===== config.mk =====
export PLATFORM = sky130hd
export DESIGN_NAME = vector_bitcount_unit
export DESIGN_NICKNAME = d
export VERILOG_FILES = /design/src/rtl/vector_fu_pkg.sv /design/src/rtl/bitcount_stage.sv /design/src/rtl/vector_bitcount_unit.sv
export SDC_FILE = /design/constraint.sdc
export NUM_CORES = 1
export LEC_CHECK = 0
export ABC_AREA = 1
export CAP_MARGIN = 20
export CORE_UTILIZATION = 29
export CTS_BUF_LIST = sky130_fd_sc_hd__clkbuf_8
export DETAILED_ROUTE_END_ITERATION = 10
export SYNTH_ARGS = -nofsm -noshare
export SYNTH_HDL_FRONTEND = slang
export SYNTH_HIERARCHICAL = 1
export SYNTH_SLANG_ARGS = --single-unit

===== constraint.sdc =====
create_clock -name clk -period 11.8 [get_ports clk]
set_input_delay 1.18 -clock clk [delete_from_list [all_inputs] [get_ports clk]]
set_output_delay 1.18 -clock clk [all_outputs]
set_load 0.005 [all_outputs]

===== src/rtl/vector_fu_pkg.sv =====
// Shared definitions for the vector functional units: mode encodings,
// the count-width helper and the default element-index type.
package vector_fu_pkg;

    typedef enum logic [1:0] {
        MODE_POP    = 2'b00,
        MODE_PARITY = 2'b01,
        MODE_LZC    = 2'b10,
        MODE_RSVD   = 2'b11
    } mode_e;

    localparam int DEFAULT_VL_W = 7;

    typedef logic [DEFAULT_VL_W-1:0] elem_idx_t;

    // Bits needed to hold any count from 0 up to and including width.
    function automatic int count_width(input int width);
        return $clog2(width + 1);
    endfunction

endpackage


===== src/rtl/bitcount_stage.sv =====
// One pipeline stage of the bit-count unit: folds one chunk of the element
// into the running count and registers the result with its valid/index tag.
module bitcount_stage
    import vector_fu_pkg::*;
#(
    parameter int CHUNK = 16,
    parameter int CW    = 7,
    parameter int VL_W  = 7
) (
    input  logic            clk,
    input  logic            rst,
    input  logic [CHUNK-1:0] chunk_i,
    input  logic [CW-1:0]   count_i,
    input  logic            seen_i,
    input  logic            valid_i,
    input  logic [VL_W-1:0] idx_i,
    input  mode_e           mode_i,
    output logic [CW-1:0]   count_o,
    output logic            seen_o,
    output logic            valid_o,
    output logic [VL_W-1:0] idx_o
);

    logic [CW-1:0]   ones;
    logic [CW-1:0]   lzc;
    logic            found;
    logic [CW-1:0]   count_d;
    logic            seen_d;
    logic [CW-1:0]   count_q;
    logic            seen_q;
    logic            valid_q;
    logic [VL_W-1:0] idx_q;

    always_comb begin
        ones  = '0;
        lzc   = '0;
        found = 1'b0;
        for (int b = CHUNK - 1; b >= 0; b--) begin
            ones = ones + CW'(chunk_i[b]);
            if (chunk_i[b]) begin
                found = 1'b1;
            end else if (!found) begin
                lzc = lzc + CW'(1);
            end
        end
    end

    // Once a one has been seen in an earlier chunk, later chunks add no leading zeros.
    always_comb begin
        count_d = count_i;
        seen_d  = seen_i;
        if (mode_i == MODE_LZC) begin
            if (!seen_i) begin
                count_d = count_i + lzc;
                seen_d  = (chunk_i != '0);
            end
        end else begin
            count_d = count_i + ones;
        end
    end

    always_ff @(posedge clk) begin
        if (rst) begin
            count_q <= '0;
            seen_q  <= 1'b0;
            valid_q <= 1'b0;
            idx_q   <= '0;
        end else begin
            count_q <= count_d;
            seen_q  <= seen_d;
            valid_q <= valid_i;
            idx_q   <= idx_i;
        end
    end

    assign count_o = count_q;
    assign seen_o  = seen_q;
    assign valid_o = valid_q;
    assign idx_o   = idx_q;

endmodule


===== src/rtl/vector_bitcount_unit.sv =====
// Vector pop-count / parity / leading-zero-count unit: streams VL elements of
// one vector register through a STAGES-deep chunked pipeline.
module vector_bitcount_unit
    import vector_fu_pkg::*;
#(
    parameter int WIDTH  = 64,
    parameter int NREG   = 8,
    parameter int VL_W   = 7,
    parameter int STAGES = 4
) (
    input  logic                       clk,
    input  logic                       rst,
    input  logic                       i_start,
    input  logic [1:0]                 i_mode,
    input  logic [$clog2(NREG)-1:0]    i_j,
    input  logic [VL_W-1:0]            i_vl,
    input  logic [NREG*WIDTH-1:0]      i_vdata,
    output logic [WIDTH-1:0]           o_result,
    output logic                       o_valid,
    output logic [VL_W-1:0]            o_elem_idx,
    output logic                       o_busy,
    output logic                       o_done
);

    localparam int C  = WIDTH / STAGES;
    localparam int CW = count_width(WIDTH);
    localparam int JW = $clog2(NREG);

    logic            busy_q,    busy_d;
    logic            issuing_q, issuing_d;
    logic [VL_W-1:0] cnt_q,     cnt_d;
    logic [VL_W-1:0] vl_q,      vl_d;
    logic [JW-1:0]   j_q,       j_d;
    mode_e           mode_q,    mode_d;
    logic            in_valid_q;
    logic [VL_W-1:0] in_idx_q;

    logic [WIDTH-1:0] data_pipe  [STAGES];
    logic [CW-1:0]    cnt_pipe   [STAGES+1];
    logic             seen_pipe  [STAGES+1];
    logic             valid_pipe [STAGES+1];
    logic [VL_W-1:0]  idx_pipe   [STAGES+1];

    logic             accept;
    logic             done;
    logic [WIDTH-1:0] sel_data;

    assign accept   = i_start && !busy_q;
    assign sel_data = i_vdata[j_q*WIDTH +: WIDTH];

    // A zero-length run finishes in its first busy cycle; otherwise done
    // coincides with the last element leaving the pipeline.
    assign done = busy_q && ((vl_q == '0) ||
                  (valid_pipe[STAGES] && (idx_pipe[STAGES] == vl_q - VL_W'(1))));

    always_comb begin
        busy_d    = busy_q;
        issuing_d = issuing_q;
        cnt_d     = cnt_q;
        vl_d      = vl_q;
        j_d       = j_q;
        mode_d    = mode_q;
        if (accept) begin
            busy_d    = 1'b1;
            issuing_d = (i_vl != '0);
            cnt_d     = '0;
            vl_d      = i_vl;
            j_d       = i_j;
            mode_d    = mode_e'(i_mode);
        end else begin
            if (done) begin
                busy_d = 1'b0;
            end
            if (issuing_q) begin
                cnt_d = cnt_q + VL_W'(1);
                if (cnt_q == vl_q - VL_W'(1)) begin
                    issuing_d = 1'b0;
                end
            end
        end
    end

    always_ff @(posedge clk) begin
        if (rst) begin
            busy_q     <= 1'b0;
            issuing_q  <= 1'b0;
            cnt_q      <= '0;
            vl_q       <= '0;
            j_q        <= '0;
            mode_q     <= MODE_POP;
            in_valid_q <= 1'b0;
            in_idx_q   <= '0;
        end else begin
            busy_q     <= busy_d;
            issuing_q  <= issuing_d;
            cnt_q      <= cnt_d;
            vl_q       <= vl_d;
            j_q        <= j_d;
            mode_q     <= mode_d;
            in_valid_q <= issuing_q;
            in_idx_q   <= cnt_q;
        end
    end

    // Element data shifts left one chunk per stage so each stage reads its chunk from the MSBs.
    always_ff @(posedge clk) begin
        data_pipe[0] <= sel_data;
        for (int s = 1; s < STAGES; s++) begin
            data_pipe[s] <= data_pipe[s-1] << C;
        end
    end

    assign cnt_pipe[0]   = '0;
    assign seen_pipe[0]  = 1'b0;
    assign valid_pipe[0] = in_valid_q;
    assign idx_pipe[0]   = in_idx_q;

    for (genvar s = 0; s < STAGES; s++) begin : g_stage
        bitcount_stage #(
            .CHUNK (C),
            .CW    (CW),
            .VL_W  (VL_W)
        ) u_stage (
            .clk     (clk),
            .rst     (rst),
            .chunk_i (data_pipe[s][WIDTH-1 -: C]),
            .count_i (cnt_pipe[s]),
            .seen_i  (seen_pipe[s]),
            .valid_i (valid_pipe[s]),
            .idx_i   (idx_pipe[s]),
            .mode_i  (mode_q),
            .count_o (cnt_pipe[s+1]),
            .seen_o  (seen_pipe[s+1]),
            .valid_o (valid_pipe[s+1]),
            .idx_o   (idx_pipe[s+1])
        );
    end

    always_comb begin
        o_result = '0;
        if (valid_pipe[STAGES]) begin
            if (mode_q == MODE_PARITY) begin
                o_result = {{(WIDTH-1){1'b0}}, cnt_pipe[STAGES][0]};
            end else begin
                o_result = WIDTH'(cnt_pipe[STAGES]);
            end
        end
    end

    assign o_valid    = valid_pipe[STAGES];
    assign o_elem_idx = valid_pipe[STAGES] ? idx_pipe[STAGES] : '0;
    assign o_busy     = busy_q;
    assign o_done     = done;

endmodule

==> results by group, run 1 <==
Worst setup path
  • Critical Path Most Common Cell: nand2_1
  • CP Launch Point: data_pipe[1][62]$_DFF_P_
  • Flop-to-flop setup slack: 2.90 ns
  • CP Class: reg2reg
  • RR Endpoint: g_stage[1].u_stage/count_o[6]$_SDFF_PP0_
  • Critical R2R Launch: data_pipe[1][62]$_DFF_P_
  • Crit-path slowest cell: fa_1
  • R2R depth: 72
  • Worst path required time: 12.34 ns
  • Max stage delay on crit path: 0.44 ns
  • CP endpoint kind: flip-flop
  • Startpoint Class: flip-flop
  • Worst-path maximum fanout: 12
  • Arrival @ worst endpoint: 9.43 ns

STA
  • Final Setup Violations: 0
  • Final period util: 75.39%
  • RSZ-0062 raised after global routing: no
  • Final-report hold violation count: 0
  • Fin crit period: 8.895 ns
  • Final Skew: 0.04095 ns
  • Slew @ Worst Pin: 0.9094 ns
  • Slew Limit Fails: 0
  • Slew HR: 39.38%
  • Peak Freq: 112.4 MHz
  • Post-route setup TNS: 0 ns

Clock network
  • Clock Tree Buf Depth: 3
  • Clk_lat worst skew: 0.61 ns
  • Clock transition at path regs: 0.06 ns
  • Clk sinks: 252
  • Total CTS buffers: 48
  • Hold Buf Count CTS: 0
  • Post-CTS Setup Inserts: 0
  • Post-cts resize count: 0
  • H-tree depth: 2
  • CTS Root Cell: clkbuf_8
  • TritonCTS clock tree: built

Pwr
  • Pwr dens: 169.2 nW/um2
  • Sequential Power Share: 21.2%
  • Clock power share: 19.3%
  • Worst vdd ir: 0.1446 mV
  • Leak: 15.18 nW
  • Pint: 0.003010 W
  • Switching fraction of total power: 44.56%
  • Switch Pwr: 0.002419 W
  • Comb pwr share: 59.5%

Routing
  • Total Routed Length: 80600 um
  • DRC Markers: 0
  • DR WL/cell: 14.24 um
  • Vias per cell: 4.578
  • DRT Pass-1 Iters: 5
  • DRT antenna net count: 0
  • 1st-iter DRT viols: 1312
  • DR vias: 25920

Place
  • Port buffer count: 543
  • Placed Cells: 5570
  • Placer Congestion: 0.8953
  • Post-DP HPWL: 66170 um

Floorplan
  • Core ar.: 83820 um2
  • Starting density of the core: 29.38%
  • Height of the die: 293.4 um
  • Cell row count: 106
  • IO Pins: 601
  • Chip width: 293.4 um
  • Die footprint: 86100 um2

Finish
  • Final core occ: 38.28%
  • Share of layout cells above drive strength 1: 9.613%
  • Register Area: 5052 um2
  • Area growth, synth to finish: 30.28%
  • Final Net Count: 5222
  • Footprint of the multi-input gates: 16730 um2
  • Fillers: 9089
  • Layout Cells excl Fill: 5661

Global route
  • Total gr overflow: 0
  • Gr usage total: 18.30%
  • Vias in the first global route: 24690
  • First-pass GRT wire length: 127100 um
  • Largest net degree at the start of global routing: 86
  • Initial antenna violation count: 6

Yosys
  • Cell Area, Synth: 24630 um2
  • Synthesis Warnings: 6
  • Avg Inst Size Synth: 6.210 um2
  • Post-synthesis cell count: 3966

Flow run
  • Max_cap viols: 0

Min path
  • WHS Path Cells: 0
  • Hold Path End: data_pipe[3][56]$_DFF_P_
  • Hold Path Class: reg2reg
  • Worst Hold Launch: data_pipe[2][40]$_DFF_P_

Run status
  • Status: finished clean
-- per-stage QoR --
step / instance area [um2] / setup WS [ns] / hold WS, ns / power [W]
after floorplan: 24940 / 3.835 / 0.3096 / 0.003502
after global placement: 30870 / 3.117 / 0.3102 / 0.004363
after detailed placement: 30870 / 2.995 / 0.3121 / 0.004405
after CTS: 32080 / 2.954 / 0.2969 / 0.005509
after global routing: 32090 / 1.856 / 0.3162 / 0.006122
final: 32090 / 2.905 / 0.2938 / 0.005429
-- worst max-delay path by stage --
stage | slack (ns) | end
2_1_floorplan | 3.84 | g_stage[1].u_stage/count_o[6]$_SDFF_PP0_
3_3_place_gp | 3.12 | g_stage[1].u_stage/count_o[6]$_SDFF_PP0_
3_5_place_dp | 3.00 | g_stage[1].u_stage/count_o[6]$_SDFF_PP0_
4_1_cts | 2.95 | g_stage[1].u_stage/count_o[6]$_SDFF_PP0_
5_1_grt | 1.86 | g_stage[1].u_stage/count_o[6]$_SDFF_PP0_
6_report | 2.90 | g_stage[1].u_stage/count_o[6]$_SDFF_PP0_
-- sequential cells by signal, indices dropped and copies added, names as in the netlist --
signal                   flops
cnt_q                        7
data_pipe                  160
g_stage.u_stage/count_o     28
g_stage.u_stage/idx_o       28
g_stage.u_stage/seen_o       3
g_stage.u_stage/valid_o      4
in_idx_q                     7
in_valid_q                   1
issuing_q                    1
j_q                          3
mode_q                       2
o_busy                       1
vl_q                         7
-- final cells by class --
type / instances / area share [%]
Timing Repair Buffer: 558 / 17.27
Clock inverter: 27 / 1.107
Tap cell: 1134 / 4.422
Sequential cell: 252 / 15.75
Antenna cell: 2 / 0.01560
Clock buffer: 62 / 2.659
Inverter: 564 / 6.641
Multi-Input combinational cell: 3062 / 52.13
-- layout by cell type, fill, tap and decap left out, types with 47 or more instances in the layout --
cell type	count
o21ai_1	69
nand3_1	263
nand4_1	59
nand2_2	111
o21ai_0	258
o22ai_1	66
conb_1	85
ha_1	165
inv_1	495
clkbuf_8	62
dfxtp_1	250
clkdlybuf4s50_1	542
nand2_1	713
nor2_1	800
a21oi_1	74
nand3_2	47
a31oi_1	69
inv_2	61
-- critical path: cells and delay by family (launching register included) --
family / cells / cell delay [ns]
simple gates: 41 / 3.71
fa+ha+maj: 10 / 2.97
compound gates: 9 / 1.00
buf+inv: 12 / 0.78
flops: 1 / 0.33
-- power groups by stage --
stage	combinational [W]	sequential, W	clock (W)
final	0.00323	0.00115	0.00105
after global routing	0.00381	0.00117	0.00113
after CTS	0.00325	0.00116	0.00110
after detailed placement	0.00323	0.00117	0
after global placement	0.00319	0.00117	0
after floorplan	0.00239	0.00111	0
-- routing by layer --
| layer | vias up | global-route usage [%] | wire [um] |
|---|---|---|---|
| li1 | 13660 | - | - |
| met1 | 11490 | 23.55 | 37110 |
| met2 | 668 | 31.08 | 36820 |
| met3 | 103 | 3.003 | 4433 |
| met4 | 2 | 5.577 | 2227 |
| met5 | - | 0 | 13 |
No activity file was read; power rests on OpenSTA's default activity.
==> run 2: changes to the inputs <==
- clock period: 11.8 -> 9 ns (I/O delays scaled with it)
==> run 2 against run 1 <==
Effect of this change:
- clock-buffer cell count decreased by 7
- worst hold slack improved by 0.020 ns
- sequential share of layout area decreased by 0.11 points
- critical path type unchanged
- largest cell class unchanged
- highest routed layer unchanged
==> results by group, run 2 (synthesis results as in run 1) <==
Run status
  • Status: finished clean

Global route
  • Vias in the first global route: 24960
  • First-pass GRT wire length: 127200 um
  • Largest net degree at the start of global routing: 77
  • Total gr overflow: 0
  • Gr usage total: 18.32%
  • Initial antenna violation count: 8

Clock network
  • Clk sinks: 252
  • H-tree depth: 2
  • Clock transition at path regs: 0.06 ns
  • Total CTS buffers: 49
  • CTS Root Cell: clkbuf_8
  • TritonCTS clock tree: built
  • Clock Tree Buf Depth: 3
  • Clk_lat worst skew: 0.63 ns

Worst setup path
  • CP endpoint kind: flip-flop
  • Flop-to-flop setup slack: 0.76 ns
  • RR Endpoint: g_stage[1].u_stage/count_o[5]$_SDFF_PP0_
  • Critical R2R Launch: data_pipe[1][62]$_DFF_P_
  • Critical Path Most Common Cell: nand2_1
  • Worst path required time: 9.47 ns
  • Crit-path slowest cell: dfxtp_2
  • Startpoint Class: flip-flop
  • Max stage delay on crit path: 0.34 ns
  • Arrival @ worst endpoint: 8.71 ns
  • R2R depth: 73
  • Worst-path maximum fanout: 5
  • CP Class: reg2reg

Min path
  • Worst Hold Launch: data_pipe[1][46]$_DFF_P_
  • WHS Path Cells: 0
  • Hold Path Class: reg2reg
  • Hold Path End: data_pipe[2][62]$_DFF_P_

STA
  • Slew @ Worst Pin: 1.127 ns
  • Slew HR: 24.85%
  • Post-route setup TNS: 0 ns
  • Final-report hold violation count: 0
  • Slew Limit Fails: 0
  • Final Setup Violations: 0
  • Peak Freq: 121.3 MHz
  • Final Skew: 0.03123 ns
  • Final period util: 91.58%
  • Fin crit period: 8.242 ns

Finish
  • Share of layout cells above drive strength 1: 11.33%
  • Area growth, synth to finish: 31.56%
  • Largest Register: data_pipe
  • Final core occ: 38.66%
  • Most frequent cells in the layout: nor2_1 (796), nand2_1 (699), clkdlybuf4s50_1 (542)
  • Final Net Count: 5242
  • Most common cell after layout, fill and taps aside: nor2_1
  • Max reg flops: 160

Floorplan
  • IO Pins: 601
  • Core ar.: 83820 um2
  • Cell row count: 106
  • Height of the die: 293.4 um
  • Die footprint: 86100 um2
  • Chip width: 293.4 um
  • Starting density of the core: 29.38%

Routing
  • DR WL/cell: 14.24 um
  • Vias per cell: 4.576
  • DRC Markers: 0
  • Total Routed Length: 80940 um
  • DRT antenna net count: 0
  • DRT Pass-1 Iters: 5
  • DR vias: 26000
  • 1st-iter DRT viols: 1295

Pwr
  • Pwr dens: 219.6 nW/um2
  • Worst vdd ir: 0.1911 mV
  • Leak: 15.28 nW

Place
  • Placer Congestion: 0.8962
  • Port buffer count: 543
  • Post-DP HPWL: 66170 um

Flow run
  • Max_cap viols: 0
## run 2: cell count changes in the layout (fill, tap and decap cells not counted), moves of 5 or more
| cell | previous run | this run |
|---|---|---|
| nand3_2 | 47 | 53 |
| clkbuf_8 | 62 | 55 |
| nand2_1 | 713 | 699 |
| inv_2 | 61 | 66 |
| dfxtp_2 | 0 | 5 |
| nand2_2 | 111 | 123 |
| nand3_1 | 263 | 257 |
| a21oi_2 | 4 | 9 |
| clkinv_2 | 5 | 14 |
| dfxtp_1 | 250 | 243 |
| buf_4 | 15 | 34 |
| a21oi_1 | 74 | 69 |
## run 2: routing by layer
layer | up-vias | wire length, um | global-route usage (%)
met3 | 130 | 5400 | 3.979
met5 | - | 32 | 0
met2 | 686 | 36820 | 30.92
li1 | 13690 | - | -
met1 | 11490 | 36030 | 22.82
met4 | 4 | 2654 | 6.441
## run 2: cell type report
cell class                      count  area [um2]
Inverter                          564        2131
Antenna cell                        4       10.01
Clock buffer                       55       757.0
Multi-Input combinational cell   3062       17000
Fill cell                        9089       51420
Tap cell                         1134        1419
Sequential cell                   252        5066
Timing Repair Buffer              577        5685
Clock inverter                     35       330.3
## run 2: worst max path at each step
| stage | startpoint | end | slack [ns] | cells past startpoint |
|---|---|---|---|---|
| 3_5_place_dp | data_pipe[1][62]$_DFF_P_ | g_stage[1].u_stage/count_o[5]$_SDFF_PP0_ | 0.28 | 73 |
| 3_3_place_gp | data_pipe[1][62]$_DFF_P_ | g_stage[1].u_stage/count_o[6]$_SDFF_PP0_ | 0.45 | 73 |
| 5_1_grt | data_pipe[3][62]$_DFF_P_ | g_stage[3].u_stage/count_o[6]$_SDFF_PP0_ | -0.04 | 69 |
| 2_1_floorplan | data_pipe[1][62]$_DFF_P_ | g_stage[1].u_stage/count_o[6]$_SDFF_PP0_ | 1.04 | 73 |
| 6_report | data_pipe[1][62]$_DFF_P_ | g_stage[1].u_stage/count_o[5]$_SDFF_PP0_ | 0.76 | 73 |
| 4_1_cts | data_pipe[1][62]$_DFF_P_ | g_stage[1].u_stage/count_o[5]$_SDFF_PP0_ | 0.25 | 73 |
## run 2: power by group
group	switching [W]	total [W]	internal, W	leakage (nW)
Sequential	0.000179	0.00151	0.00133	2.10
Combinational	0.00253	0.00434	0.00181	12.6
Clock	0.000522	0.00126	0.000739	0.605
Total	0.00323	0.00711	0.00389	15.3
## run 2: timing repair
action / in CTS / in global routing
setup endpoints to repair: 0 / 21
resized for setup: 0 / 75
setup buffers: 0 / 17
hold buffers: 0 / 0
## run 2: through the flow
stage	instance area (um2)	worst slack [ns]	hold WS (ns)	cells	total power [W]
6_report	32400	0.7582	0.3140	5683	0.007114
5_1_grt	32400	-0.03811	0.3233	5682	0.007992
4_1_cts	31970	0.2505	0.3194	5662	0.007134
3_5_place_dp	30890	0.2838	0.3121	5572	0.005792
3_3_place_gp	30890	0.4515	0.3107	5572	0.005722
2_1_floorplan	24940	1.035	0.3096	4050	0.004592
## run 2: worst max-delay path, delay by kind of cell, from the launching register on
kind	cells	cell delay, ns
AO/OA/AOI/OAI	9	1.19
AND/OR/NAND/NOR	40	2.99
flip-flops	1	0.34
buffers and inverters	13	0.77
adder cells (fa/ha/maj)	10	2.65
XOR/XNOR	1	0.14
